[src/rtl/rf_2p_arb.sv]
// Round-robin arbiter/sequencer for a 1R/1W register file: two readers share port A, two writers share port B.
// Optional same-address read-after-write bypass is enabled by defining RF_2P_ARB_BYPASS_EN.
module rf_2p_arb #(
    parameter int WORD_WIDTH = 32,
    parameter int ADDR_WIDTH = 8
) (
    input  logic                  clk,
    input  logic                  rst,
    input  logic [1:0]            rd_req_i,
    input  logic [ADDR_WIDTH-1:0] rd_addr0_i,
    input  logic [ADDR_WIDTH-1:0] rd_addr1_i,
    output logic [1:0]            rd_gnt_o,
    output logic                  rd_vld_o,
    output logic                  rd_id_o,
    output logic [WORD_WIDTH-1:0] rd_data_o,
    input  logic [1:0]            wr_req_i,
    input  logic [ADDR_WIDTH-1:0] wr_addr0_i,
    input  logic [ADDR_WIDTH-1:0] wr_addr1_i,
    input  logic [WORD_WIDTH-1:0] wr_data0_i,
    input  logic [WORD_WIDTH-1:0] wr_data1_i,
    output logic [1:0]            wr_gnt_o,
    output logic                  cena_o,
    output logic [ADDR_WIDTH-1:0] addra_o,
    input  logic [WORD_WIDTH-1:0] dataa_i,
    output logic                  cenb_o,
    output logic                  wenb_o,
    output logic [ADDR_WIDTH-1:0] addrb_o,
    output logic [WORD_WIDTH-1:0] datab_o
);

    logic                  rd_ptr;
    logic                  wr_ptr;
    logic [1:0]            rd_gnt;
    logic [1:0]            wr_gnt;
    logic                  rd_vld_q;
    logic                  rd_id_q;
    logic [WORD_WIDTH-1:0] rd_hold_q;
    logic [WORD_WIDTH-1:0] rd_sel;

    function automatic logic [1:0] arb_pick(input logic [1:0] req, input logic ptr);
        if (req == 2'b11)
            return ptr ? 2'b10 : 2'b01;
        return req;
    endfunction

    // Grants are forced off while reset is held so the RF sees no access.
    always_comb begin
        rd_gnt = 2'b00;
        wr_gnt = 2'b00;
        if (!rst) begin
            rd_gnt = arb_pick(rd_req_i, rd_ptr);
            wr_gnt = arb_pick(wr_req_i, wr_ptr);
        end
    end

    assign rd_gnt_o = rd_gnt;
    assign wr_gnt_o = wr_gnt;

    always_ff @(posedge clk or posedge rst) begin
        if (rst) begin
            rd_ptr <= 1'b0;
            wr_ptr <= 1'b0;
        end else begin
            if (|rd_gnt)
                rd_ptr <= ~rd_gnt[1];
            if (|wr_gnt)
                wr_ptr <= ~wr_gnt[1];
        end
    end

    always_comb begin
        cena_o  = ~|rd_gnt;
        addra_o = '0;
        if (rd_gnt[1])
            addra_o = rd_addr1_i;
        else if (rd_gnt[0])
            addra_o = rd_addr0_i;

        cenb_o  = ~|wr_gnt;
        addrb_o = '0;
        datab_o = '0;
        if (wr_gnt[1]) begin
            addrb_o = wr_addr1_i;
            datab_o = wr_data1_i;
        end else if (wr_gnt[0]) begin
            addrb_o = wr_addr0_i;
            datab_o = wr_data0_i;
        end
    end

    assign wenb_o = cenb_o;

`ifdef RF_2P_ARB_BYPASS_EN
    logic                  byp_flag_q;
    logic [WORD_WIDTH-1:0] byp_data_q;

    always_ff @(posedge clk or posedge rst) begin
        if (rst) begin
            byp_flag_q <= 1'b0;
            byp_data_q <= '0;
        end else begin
            byp_flag_q <= (|rd_gnt) && (|wr_gnt) && (addra_o == addrb_o);
            byp_data_q <= datab_o;
        end
    end

    assign rd_sel = byp_flag_q ? byp_data_q : dataa_i;
`else
    assign rd_sel = dataa_i;
`endif

    // Response data holds its last value between responses.
    always_ff @(posedge clk or posedge rst) begin
        if (rst) begin
            rd_vld_q  <= 1'b0;
            rd_id_q   <= 1'b0;
            rd_hold_q <= '0;
        end else begin
            rd_vld_q  <= |rd_gnt;
            if (|rd_gnt)
                rd_id_q <= rd_gnt[1];
            rd_hold_q <= rd_data_o;
        end
    end

    assign rd_vld_o  = rd_vld_q;
    assign rd_id_o   = rd_id_q;
    assign rd_data_o = rd_vld_q ? rd_sel : rd_hold_q;

endmodule

[config.mk]
export PLATFORM = sky130hd
export DESIGN_NAME = rf_2p_arb
export DESIGN_NICKNAME = d
export VERILOG_FILES = /design/src/rtl/rf_2p_arb.sv
export SDC_FILE = /design/constraint.sdc
export NUM_CORES = 1
export LEC_CHECK = 0
export BUFFER_PORTS_ARGS = -buffer_cell sky130_fd_sc_hd__clkbuf_2
export CORE_AREA = 4 4 72 107
export CTS_CLUSTER_DIAMETER = 30
export DETAILED_ROUTE_END_ITERATION = 8
export DIE_AREA = 0 0 76 111
export PLACE_DENSITY = 0.95
export REMOVE_ABC_BUFFERS = 1
export SLEW_MARGIN = 20
export SYNTH_ARGS = -nofsm -noshare
export SYNTH_HDL_FRONTEND = slang
export SYNTH_SLANG_ARGS = --single-unit
export TNS_END_PERCENT = 5
[constraint.sdc]
create_clock -name clk -period 1.8 [get_ports clk]
set_input_delay 0 -clock clk [delete_from_list [all_inputs] [get_ports clk]]
set_output_delay 0 -clock clk [all_outputs]
set_load 0.02 [all_outputs]
==> results.yml, run 1 <==
outcome:
  status: "finished clean"
clock_network:
  htree_levels: 2
  cts_buffer_depth: 2
  cts.clk_slew.worst_paths_ns: 0.06
  clk_latency_ns: 0.29
  numClockSinks: 36
  cts-root-buf: "clkbuf_8"
  ctsResizeCount: 0
  cts_made_buffers: 5
  tritoncts: "built"
sta:
  max_freq_mhz: 606
  hold_ws_ns: 0.0329
  worstMarginPinSlew_ns: 1.01
  period_share: 0.916
  skew_ns: 0.00398
  finalHoldViolations: 0
  period_needed_ns: 1.65
  finalMaxSlewViolations: 0
  rsz0062_at_grt: "no"
  relSlewSlack: 0.324
  finalSetupViolCount: 0
worst_setup_path:
  crit_path_end_kind: "output port"
  worstPathRequired_ns: 1.80
  critPathLaunchType: "flip-flop"
  arrival_ns: 1.65
  r2r-start: "rd_vld_o"
  worstPathMaxFanout: 36
  critPathLaunch: "wr_ptr"
  critPathKind: "flip-flop to output port"
cells_and_area:
  final_common_cell: "clkbuf_2"
  nets: 637
  layout_common_cells: "clkbuf_2, nand2b_1, o32ai_2"
  regArea_um2: 901
  diodes: 0
  multi_input_area_um2: 1820
  layoutNonFillerInstCount: 579
  nFillCells: 522
  drive_gt1_frac: 0.569
  area.growth.synth_to_final_pct: 52.3
yosys:
  ys_seq_area_frac: 0.308
  synth.top_cell.area_share: 0.308
  syn_inst: 264
  synth-warning-count: 0
  syn-cell-area_um2: 2920
  syn_area_per_cell_um2: 11.1
  ys_seq_elements: 36
  synth.area.top_cells: "dfrtp_1, o32ai_2, nand2b_1"
  yosysTopAreaCell: "dfrtp_1"
  synth_cell_types: 18
drt:
  drc: 0
  wl_um: 10400
  drt_iter0_drc: 74
  via_per_inst: 5.21
  ant_nets: 0
  firstDrtPassIters: 4
  via_count: 3017
  wl_per_cell_um: 18.0
min_path:
  hold_start: "rd_req_i[1]"
  hold_path.class: "input port to flip-flop"
floorplanning:
  fp.dieArea_um2: 8440
  die_h_um: 111
  rows: 37
  core_area_um2: 6810
  die_w_um: 76
  initial_core_util: 0.429
  pin_count: 223
global_routing:
  grt_overflow: 0
  antenna_found_initial: 1
  grt_start_max_net_pins: 62
  grt_pass1_wl_um: 16300
  grt_pass1_vias: 3158
  grt_usage: 0.243
placement:
  dp_hpwl_um: 8070
  gp_congestion: 0.857
  port_buffers: 222
  place_inst: 540
pwr:
  ir_drop_mv: 0.298
  p_per_area_nw_per_um2: 616
  leakage_nw: 2.14
flow_run:
  drv_cap: 0
[kinds of logic after synthesis]
logic type | Yosys count | synth area share
buf+inv | 35 | 0.0698
mux | 32 | 0.123
compound gates | 55 | 0.276
flops | 36 | 0.308
simple gates | 106 | 0.222
[sequential cells by signal, summed over array words and instances (netlist names)]
register,cells
rd_id_o,1
rd_ptr,1
wr_ptr,1
rd_hold_q,32
rd_vld_o,1
[cell usage after synthesis, drive strengths merged]
cell type  number
clkbuf          7
a2bb2oi         1
o32ai          48
a22o            2
buf            24
nor2            6
nor2b           2
o21ai           2
nand2b         98
mux2           32
dfrtp          36
a21bo           2
inv             4
[layer usage]
layer	GRT usage	vias up	wire length [um]
met1	0.269	1376	3870
met5	0	-	13
met4	0.115	2	398
met3	0.0927	32	1040
li1	-	1425	-
met2	0.403	182	5120
[worst max-delay path, cell delays in order (launching register included)]
cell	delay (ns)
dfrtp_1	0.42
nor2b_4	0.31
buf_12	0.29
o32ai_2	0.13
clkbuf_2	0.20
[repair_timing]
action | CTS | global route
endpoints found under the hold margin | 37 | 1
buffers inserted | 0 | 0
hold buffers | 33 | 1
[stage by stage]
| step | setup TNS, ns | setup WS [ns] | total power [mW] | instance area [um2] | utilization |
|---|---|---|---|---|---|
| floorplan | -63.57 | -1.69 | 1.69 | 2730 | - |
| global placement | 0 | 0.466 | 2.16 | 4040 | 0.593 |
| detailed placement | 0 | 0.453 | 2.19 | 4040 | 0.593 |
| CTS | 0 | 0.124 | 2.76 | 4440 | 0.652 |
| global route | 0 | 0.0549 | 2.89 | 4450 | 0.653 |
| finish | 0 | 0.151 | 2.74 | 4450 | 0.653 |
[report_power, final]
part	switching, mW	internal, mW	leakage, nW
Clock	0.256	0.249	0.0359
Sequential	0.0366	0.917	0.423
Combinational	0.741	0.541	1.68
Total	1.03	1.71	2.14
[path summary, 6_finish.rpt]
kind	to	slack, ns	cells after the start
setup / recovery	addrb_o[2]	0.15	4
hold / removal	rd_vld_o	0.03	3
setup reg to reg	rd_hold_q[25]	0.68	2
hold reg to reg	rd_hold_q[23]	0.48	1
max in group asynchronous	rd_hold_q[0]	0.72	4
min in group asynchronous	wr_ptr	0.45	3
[area by class of cell]
type	count	area share
inverters	4	0.00338
repair buffers	263	0.347
clock buffers	5	0.0155
multi-input cells	193	0.410
well taps	78	0.0219
flip-flops and latches	36	0.203
Power figures use the tool's default switching activity.
==> run 2, diff against run 1 <==
Settings changed: SLEW_MARGIN 20 to 15.
Clock period 1.8 ns to 2.1 ns, I/O delays scaled along.
==> run 2 against run 1 <==
- global-route usage decreased by 0.43 points
- sequential power shrank 15%
- total power is 13% lower
- sequential share of layout area decreased by 0.063 points
- die area unchanged
- first-iteration DRC count rose by 8.1%
- critical endpoint is now addrb_o[7]
==> results.yml, run 2 (synthesis gave the netlist of run 1 again) <==
worst_setup_path:
  worst_path_dominant_cell_family: "compound AO/OA/AOI/OAI gates"
  arrival_ns: 1.81
  worstPathBufferInverterCount: 2
  crit_path_end_kind: "output port"
  critPathLaunchType: "flip-flop"
  max_stage_delay_ns: 0.52
  worstPathCellList: "a21bo_2, buf_12, o32ai_1, clkbuf_2"
  critPathKind: "flip-flop to output port"
  worstPathMaxFanout: 23
  worstPathRequired_ns: 2.10
  cpMaxStageDelayCell: "a21bo_2"
cells_and_area:
  layoutNonFillerInstCount: 581
  largest_reg_flops: 32
  fin_area_um2: 4460
  drive_gt1_frac: 0.573
  final_common_cell: "clkbuf_2"
  area.growth.synth_to_final_pct: 52.7
  diodes: 0
  top_register: "rd_hold_q"
  nets: 636
  layout_common_cells: "clkbuf_2, nand2b_1, o32ai_2"
  nFillCells: 521
drt:
  wl_um: 10100
  ant_nets: 0
  highest_layer: "met5"
  via_count: 2998
  wl_met1_um: 3760
  via_per_inst: 5.16
  wl_met2_um: 4930
  drc: 0
  firstDrtPassIters: 4
  wl_per_cell_um: 17.4
  drt_iter0_drc: 80
  wl_met3_um: 1050
pwr:
  ir_drop_mv: 0.213
  p_per_area_nw_per_um2: 537
  clock_power_share: 0.206
  p_comb_frac: 0.455
  seqPwrFrac: 0.339
  p_int_mw: 1.51
  p_sw_mw: 0.886
  leakage_nw: 2.15
  sw_frac_of_total: 0.370
clock_network:
  cts-root-buf: "clkbuf_8"
  cts.clk_slew.worst_paths_ns: 0.07
  cts_buffer_depth: 2
  tritoncts: "built"
  htree_levels: 2
  post_cts_buffers: 0
  cts_made_buffers: 5
  clk_latency_ns: 0.27
  numClockSinks: 36
  ctsResizeCount: 0
flow_run:
  drv_cap: 0
global_routing:
  grt_usage: 0.238
  antenna_found_initial: 1
  grt_overflow: 0
  grt_start_max_net_pins: 61
  grt_pass1_wl_um: 16200
  grt_pass1_vias: 3198
sta:
  period_share: 0.860
  max_freq_mhz: 554
  rsz0062_at_grt: "no"
  finalSetupViolCount: 0
  finalHoldViolations: 0
  finalMaxSlewViolations: 0
  relSlewSlack: 0.461
  skew_ns: 0.00515
  period_needed_ns: 1.81
  hold_ws_ns: 0.00265
  worstMarginPinSlew_ns: 0.807
floorplanning:
  pin_count: 223
  core_area_um2: 6810
  die_w_um: 76
  rows: 37
  die_h_um: 111
  fp.dieArea_um2: 8440
  initial_core_util: 0.429
placement:
  gp_congestion: 0.805
  port_buffers: 222
  dpl_cell_area_um2: 4040
  place_inst: 540
  dp_hpwl_um: 8030
min_path:
  hold_path.class: "input port to flip-flop"
outcome:
  status: "finished clean"
-- run 2: changes by cell type in the layout (fill, tap and decap cells not counted), sizes merged --
cell	previous run	this run
clkinv	0	2
clkbuf	227	228
dlygate4sd3	34	33
-- run 2: timing repair --
action	in CTS	in global routing
hold buffers	33	0
setup endpoints to repair	0	0
endpoints found under the hold margin	32	0
-- run 2: final timing paths --
check	startpoint	to	slack, ns	depth (start not counted)
hold reg to reg	rd_hold_q[1]	rd_hold_q[1]	0.48	1
setup reg to reg	rd_vld_o	rd_hold_q[24]	0.85	2
setup / recovery	wr_ptr	addrb_o[7]	0.29	4
min in group asynchronous	rst	rd_hold_q[18]	0.09	2
hold / removal	dataa_i[13]	rd_hold_q[13]	0.003	2
max in group asynchronous	rst	rd_hold_q[29]	1.37	3
-- run 2: layout make-up --
type / instances / area [um2] / area share
Timing Repair Buffer: 262 / 1530 / 0.343
Tap cell: 78 / 97.6 / 0.0219
Inverter: 4 / 15.0 / 0.00337
Clock buffer: 6 / 82.6 / 0.0185
Clock inverter: 2 / 10.0 / 0.00224
Multi-Input combinational cell: 193 / 1820 / 0.409
Sequential cell: 36 / 901 / 0.202
-- run 2: stage by stage --
step / utilization / setup WS [ns] / power, mW / setup TNS, ns
5_1_grt: 0.655 / 0.223 / 2.53 / 0
3_5_place_dp: 0.593 / 0.596 / 1.87 / 0
3_3_place_gp: 0.593 / 0.661 / 1.84 / 0
2_1_floorplan: - / -1.39 / 1.45 / -50.97
4_1_cts: 0.655 / 0.276 / 2.42 / 0
6_report: 0.655 / 0.295 / 2.39 / 0
-- run 2: routing by layer --
| layer | vias up | GRT usage |
|---|---|---|
| met5 | - | 0 |
| met4 | 2 | 0.105 |
| met3 | 26 | 0.0935 |
| met2 | 179 | 0.394 |
| met1 | 1367 | 0.268 |
| li1 | 1424 | - |
-- run 2: power groups by stage --
stage / Sequential [mW] / Combinational [mW] / Clock (mW)
CTS: 0.812 / 1.10 / 0.514
finish: 0.812 / 1.09 / 0.494
floorplan: 0.830 / 0.620 / 0
detailed placement: 0.825 / 1.05 / 0
global placement: 0.820 / 1.02 / 0
global route: 0.822 / 1.18 / 0.534
